## src/rtl/shift_reg_ctrl.sv

```systemverilog
// Command sequencer owning a WIDTH-bit shift register: LOAD/SHL/SHR/ROR, one step per clock.
// Optional macro SHIFT_CTRL_COMPARE_EN adds a registered unsigned compare of the final value.
module shift_reg_ctrl #(
    parameter int unsigned WIDTH = 4,
    parameter int unsigned AMT_W = 3
) (
    input  logic             clk_i,
    input  logic             rstn_i,
    input  logic             cmd_valid_i,
    output logic             cmd_ready_o,
    input  logic [1:0]       cmd_op_i,
    input  logic [WIDTH-1:0] cmd_data_i,
    input  logic [AMT_W-1:0] cmd_amt_i,
    input  logic             ser_i,
    output logic [WIDTH-1:0] q_o,
    output logic             ser_o,
    output logic             busy_o,
    output logic             done_o
`ifdef SHIFT_CTRL_COMPARE_EN
    ,
    input  logic [WIDTH-1:0] cmp_ref_i,
    output logic             gr_o,
    output logic             eq_o,
    output logic             le_o
`endif
);

    localparam logic [1:0] S_IDLE = 2'd0;
    localparam logic [1:0] S_EXEC = 2'd1;
    localparam logic [1:0] S_DONE = 2'd2;

    localparam logic [1:0] OP_LOAD = 2'b00;
    localparam logic [1:0] OP_SHL  = 2'b01;
    localparam logic [1:0] OP_SHR  = 2'b10;
    localparam logic [1:0] OP_ROR  = 2'b11;

    logic [1:0]       r_state;
    logic [AMT_W-1:0] r_cnt;
    logic [1:0]       r_op;
    logic [WIDTH-1:0] r_data;
    logic [WIDTH-1:0] r_q;
    logic             r_ser;
    logic             r_busy;
    logic             r_done;
    logic             r_ready;

    logic [1:0]       w_state_nxt;
    logic [AMT_W-1:0] w_cnt_nxt;
    logic [1:0]       w_op_nxt;
    logic [WIDTH-1:0] w_data_nxt;
    logic [WIDTH-1:0] w_q_nxt;
    logic             w_ser_nxt;
    logic             w_busy_nxt;
    logic             w_done_nxt;
    logic             w_ready_nxt;
    logic             w_enter_done;

    // State and datapath registers; status outputs are registered decodes of the next state.
    always_ff @(posedge clk_i or negedge rstn_i) begin
        if (!rstn_i) begin
            r_state <= S_IDLE;
            r_cnt   <= '0;
            r_op    <= OP_LOAD;
            r_data  <= '0;
            r_q     <= '0;
            r_ser   <= 1'b0;
            r_busy  <= 1'b0;
            r_done  <= 1'b0;
            r_ready <= 1'b1;
        end else begin
            r_state <= w_state_nxt;
            r_cnt   <= w_cnt_nxt;
            r_op    <= w_op_nxt;
            r_data  <= w_data_nxt;
            r_q     <= w_q_nxt;
            r_ser   <= w_ser_nxt;
            r_busy  <= w_busy_nxt;
            r_done  <= w_done_nxt;
            r_ready <= w_ready_nxt;
        end
    end

    // Next-state, step datapath and next-output decode.
    always_comb begin
        w_state_nxt = r_state;
        w_cnt_nxt   = r_cnt;
        w_op_nxt    = r_op;
        w_data_nxt  = r_data;
        w_q_nxt     = r_q;
        w_ser_nxt   = r_ser;

        case (r_state)
            S_IDLE: begin
                if (cmd_valid_i && r_ready) begin
                    w_op_nxt   = cmd_op_i;
                    w_data_nxt = cmd_data_i;
                    if (cmd_op_i == OP_LOAD) begin
                        w_cnt_nxt   = AMT_W'(1);
                        w_state_nxt = S_EXEC;
                    end else if (cmd_amt_i == '0) begin
                        w_cnt_nxt   = '0;
                        w_state_nxt = S_DONE;
                    end else begin
                        w_cnt_nxt   = cmd_amt_i;
                        w_state_nxt = S_EXEC;
                    end
                end
            end
            S_EXEC: begin
                case (r_op)
                    OP_LOAD: begin
                        w_q_nxt = r_data;
                    end
                    OP_SHL: begin
                        w_q_nxt   = {r_q[WIDTH-2:0], ser_i};
                        w_ser_nxt = r_q[WIDTH-1];
                    end
                    OP_SHR: begin
                        w_q_nxt   = {ser_i, r_q[WIDTH-1:1]};
                        w_ser_nxt = r_q[0];
                    end
                    default: begin
                        w_q_nxt   = {r_q[0], r_q[WIDTH-1:1]};
                        w_ser_nxt = r_q[0];
                    end
                endcase
                w_cnt_nxt = r_cnt - AMT_W'(1);
                if (r_cnt == AMT_W'(1)) begin
                    w_state_nxt = S_DONE;
                end
            end
            S_DONE: begin
                w_state_nxt = S_IDLE;
            end
            default: begin
                w_state_nxt = S_IDLE;
            end
        endcase

        w_busy_nxt   = (w_state_nxt != S_IDLE);
        w_done_nxt   = (w_state_nxt == S_DONE);
        w_ready_nxt  = (w_state_nxt == S_IDLE);
        w_enter_done = (w_state_nxt == S_DONE) && (r_state != S_DONE);
    end

    assign q_o         = r_q;
    assign ser_o       = r_ser;
    assign busy_o      = r_busy;
    assign done_o      = r_done;
    assign cmd_ready_o = r_ready;

`ifdef SHIFT_CTRL_COMPARE_EN
    logic r_gr;
    logic r_eq;
    logic r_le;

    // Compare the value the register holds once DONE is entered; held until the next DONE.
    always_ff @(posedge clk_i or negedge rstn_i) begin
        if (!rstn_i) begin
            r_gr <= 1'b0;
            r_eq <= 1'b0;
            r_le <= 1'b0;
        end else if (w_enter_done) begin
            r_gr <= (w_q_nxt > cmp_ref_i);
            r_eq <= (w_q_nxt == cmp_ref_i);
            r_le <= (w_q_nxt < cmp_ref_i);
        end
    end

    assign gr_o = r_gr;
    assign eq_o = r_eq;
    assign le_o = r_le;
`else
    logic w_unused;
    assign w_unused = w_enter_done;
`endif

endmodule
```

## config.mk

```make
export PLATFORM = sky130hd
export DESIGN_NAME = shift_reg_ctrl
export DESIGN_NICKNAME = d
export VERILOG_FILES = /design/src/rtl/shift_reg_ctrl.sv
export SDC_FILE = /design/constraint.sdc
export NUM_CORES = 1
export LEC_CHECK = 0
export BUFFER_PORTS_ARGS = -buffer_cell sky130_fd_sc_hd__buf_2
export CELL_PAD_IN_SITES_DETAIL_PLACEMENT = 0
export CELL_PAD_IN_SITES_GLOBAL_PLACEMENT = 2
export CORE_ASPECT_RATIO = 0.75
export CORE_UTILIZATION = 34
export CTS_CLUSTER_DIAMETER = 30
export CTS_CLUSTER_SIZE = 20
export DETAILED_ROUTE_END_ITERATION = 16
export GPL_ROUTABILITY_DRIVEN = 0
export GPL_TIMING_DRIVEN = 0
export PLACE_DENSITY = 0.89
export SYNTH_ARGS = -nofsm -noshare
export SYNTH_HDL_FRONTEND = slang
export SYNTH_SLANG_ARGS = --single-unit
```

## constraint.sdc

```tcl
create_clock -name clk_i -period 3.2 [get_ports clk_i]
set_clock_uncertainty 0.05 [all_clocks]
set_input_delay 0.8 -clock clk_i [delete_from_list [all_inputs] [get_ports clk_i]]
set_output_delay 0.8 -clock clk_i [all_outputs]
set_load 0.1 [all_outputs]
```

==> results.json <==
{
  "run_status": "completed",
  "die_height_microns": 47.16,
  "final-max-slew-violation-count": 0,
  "synth_edf_count": 0,
  "post-synth-top-area-cell": "sky130_fd_sc_hd__dfrtp_1",
  "drc": 0,
  "drv_cap": 0,
  "yosysSeqAreaShare_pct": 51.56,
  "syn_nets": 103,
  "holdBufCountCts": 0,
  "post-synth-top-area-fraction_pct": 48.71,
  "grt_first_pass_wirelength_mm": 2.953,
  "timing.hold.worst.class": "in -> async",
  "critical_path.max_stage_delay_ns": 0.55,
  "dieArea_sq_um": 2934,
  "synth.area.top_cells": "sky130_fd_sc_hd__dfrtp_1 (49%), sky130_fd_sc_hd__nand2_1 (9.7%), sky130_fd_sc_hd__mux2_2 (3.7%)",
  "worstPathBufferInverterCount": 1,
  "clk_latency_ns": 0.30,
  "critical_path_required_ns": 2.35,
  "final_period_minus_worst_setup_slack_ns": 2.120,
  "share_of_synthesized_registers_carrying_an_async_set_or_reset_pct": 100.0,
  "worstSetupPathType": "reg -> out",
  "cts_repair_resize_count": 0,
  "nNetsFinal": 128,
  "globalRoute.totalOverflow": 0,
  "detail_route.iter0.violations": 14,
  "clock_sinks": 19,
  "fp.dieW_microns": 62.22,
  "final_layout_size_suffix_gt1_share_pct": 31.25,
  "max_slew_margin_pct": 67.80,
  "numCtsBuffers": 3,
  "crit_path_end_kind": "output pin",
  "crit_chain": "buf_2",
  "max_slew.worst_pin.slew_ns": 0.4863,
  "syn-mean-instance-area_sq_um": 10.51,
  "ys.warnings.count": 0,
  "worst-endpoint-arrival_ns": 1.27,
  "synthFlopType": "sky130_fd_sc_hd__dfrtp_1",
  "pin_count_of_the_biggest_net_entering_global_routing": 20,
  "max_freq_mhz": 471.6,
  "wire_per_inst_microns": 12.45,
  "routed_wl_mm": 1.818,
  "coreArea_sq_um": 2440,
  "initial_core_util_pct": 37.90,
  "vias_per_cell": 4.637,
  "ys_seq_elements": 19,
  "timing.final.hold_violations": 0,
  "finalWorstSetupSlack_ns": 1.080,
  "first_global_vias": 670,
  "worst-path-max-fanout": 3,
  "netlist-cell-type-count": 28,
  "detailedRoute.firstPassIterationCount": 4,
  "synth_most_common_cell": "sky130_fd_sc_hd__nand2_1",
  "setup_total_negative_slack_ns": 0,
  "rows": 15,
  "detailroute.via_count": 677,
  "cts_tree": "yes",
  "post_cts_clock_slew_at_the_launch_and_capture_registers_of_the_worst_setup_and_hold_paths_ns": 0.11,
  "placement.io_buffers": 20,
  "areaGrowthSynthToFinish_pct": 18.27,
  "htree_levels": 1,
  "total_global_route_track_usage_pct": 13.85,
  "timing.critical_path.slowest_stage_cell": "sky130_fd_sc_hd__dfstp_2",
  "postRouteAntennaNets": 0,
  "final_min_period_over_clock_period_pct": 66.26,
  "number_of_post_cts_setup_repair_buffers": 0,
  "clk_path_buf_depth": 2,
  "n_antenna_cell": 0,
  "antenna_violations_before_repair": 0,
  "cts_root_buf": "sky130_fd_sc_hd__clkbuf_4",
  "family_with_the_most_delay_on_the_worst_path": "flip-flops",
  "ys_top_cells_by_count": "sky130_fd_sc_hd__nand2_1 (24), sky130_fd_sc_hd__dfrtp_1 (18), sky130_fd_sc_hd__o21ai_0 (5)",
  "start_kind": "register",
  "post_synth_inst_count": 88,
  "boundaryPins": 21,
  "setup_repair_after_global_routing_missed_its_margin": "no",
  "preCtsSetupSlack_ns": 1.378,
  "syn_area_sq_um": 924.6,
  "setup_violations": 0
}
[per-layer routing]
metal | GRT usage (%) | vias to the layer above | routed length [microns]
li1 | - | 350 | -
met1 | 16.52 | 307 | 958
met2 | 23.74 | 16 | 745
met3 | 4.369 | 4 | 78
met4 | 6.977 | 0 | 35
met5 | 0 | - | 0
[layout make-up]
cell class / instances / area, sq um
clock buffer: 4 / 26.28
buffer: 5 / 36.28
multi-input combinational: 61 / 400.4
sequential: 19 / 476.7
timing repair buffer: 20 / 100.1
inverter: 3 / 11.26
fill: 240 / 1346
tap: 34 / 42.54
[stage by stage]
stage                     std cells  utilization [%]  instance area [sq um]  hold WS (ns)
final                           146            44.82                   1094        0.3779
after global routing            146            44.82                   1094        0.3944
after CTS                       146            44.82                   1094        0.3789
after detailed placement        142            43.74                   1067        0.4217
after global placement          142            43.74                   1067        0.4195
after floorplan                  88                -                  924.6        0.3910
[path summary, 6_finish.rpt]
kind                                  startpoint                     to  slack [ns]  cells after the start
max                        cmd_ready_o$_DFF_PN1_            cmd_ready_o        1.08                      1
min                                       rstn_i   r_state[0]$_DFF_PN0_        0.38                      1
min in group clk_i         r_data[1]$_DFFE_PN0P_  r_data[1]$_DFFE_PN0P_        0.43                      2
max in group asynchronous                 rstn_i  cmd_ready_o$_DFF_PN1_        2.39                      1
min reg2reg                r_data[1]$_DFFE_PN0P_  r_data[1]$_DFFE_PN0P_        0.43                      2
max reg2reg                cmd_ready_o$_DFF_PN1_   r_cnt[0]$_DFFE_PN0P_        1.89                      4
[registers in the layout (all words and copies together) (netlist names)]
| signal | count |
|---|---|
| busy_o | 1 |
| ser_o | 1 |
| r_data | 4 |
| r_op | 2 |
| cmd_ready_o | 1 |
| q_o | 4 |
| r_cnt | 3 |
| done_o | 1 |
| r_state | 2 |
[cells in the final DEF (no fill, tap or decap), types with 2 or more instances in the layout]
cell	netlist	final
sky130_fd_sc_hd__inv_1	3	3
sky130_fd_sc_hd__nand3b_1	3	3
sky130_fd_sc_hd__mux2i_1	3	3
sky130_fd_sc_hd__nand2_1	24	24
sky130_fd_sc_hd__o22ai_1	2	2
sky130_fd_sc_hd__dfrtp_1	18	18
sky130_fd_sc_hd__buf_6	2	2
sky130_fd_sc_hd__o211ai_1	2	2
sky130_fd_sc_hd__mux2_2	3	3
sky130_fd_sc_hd__nand3_1	2	2
sky130_fd_sc_hd__clkbuf_4	0	3
sky130_fd_sc_hd__clkbuf_1	1	2
sky130_fd_sc_hd__nor2b_1	2	2
sky130_fd_sc_hd__o21ai_0	5	5
sky130_fd_sc_hd__ha_1	2	2
sky130_fd_sc_hd__buf_2	2	22
sky130_fd_sc_hd__nand2b_1	2	2
[cell families (layout without fill, tap and decap cells)]
| logic type | count (synthesis) | in the layout | synth area share (%) |
|---|---|---|---|
| simple gates | 39 | 39 | 22.46 |
| compound gates | 13 | 13 | 8.795 |
| fa+ha+maj | 2 | 2 | 2.706 |
| mux | 7 | 7 | 9.337 |
| flops | 19 | 19 | 51.56 |
| buf+inv | 8 | 32 | 5.141 |
Power is not shown: default switching activity piles up to over one toggle a cycle in this logic, so the estimate is an artifact.
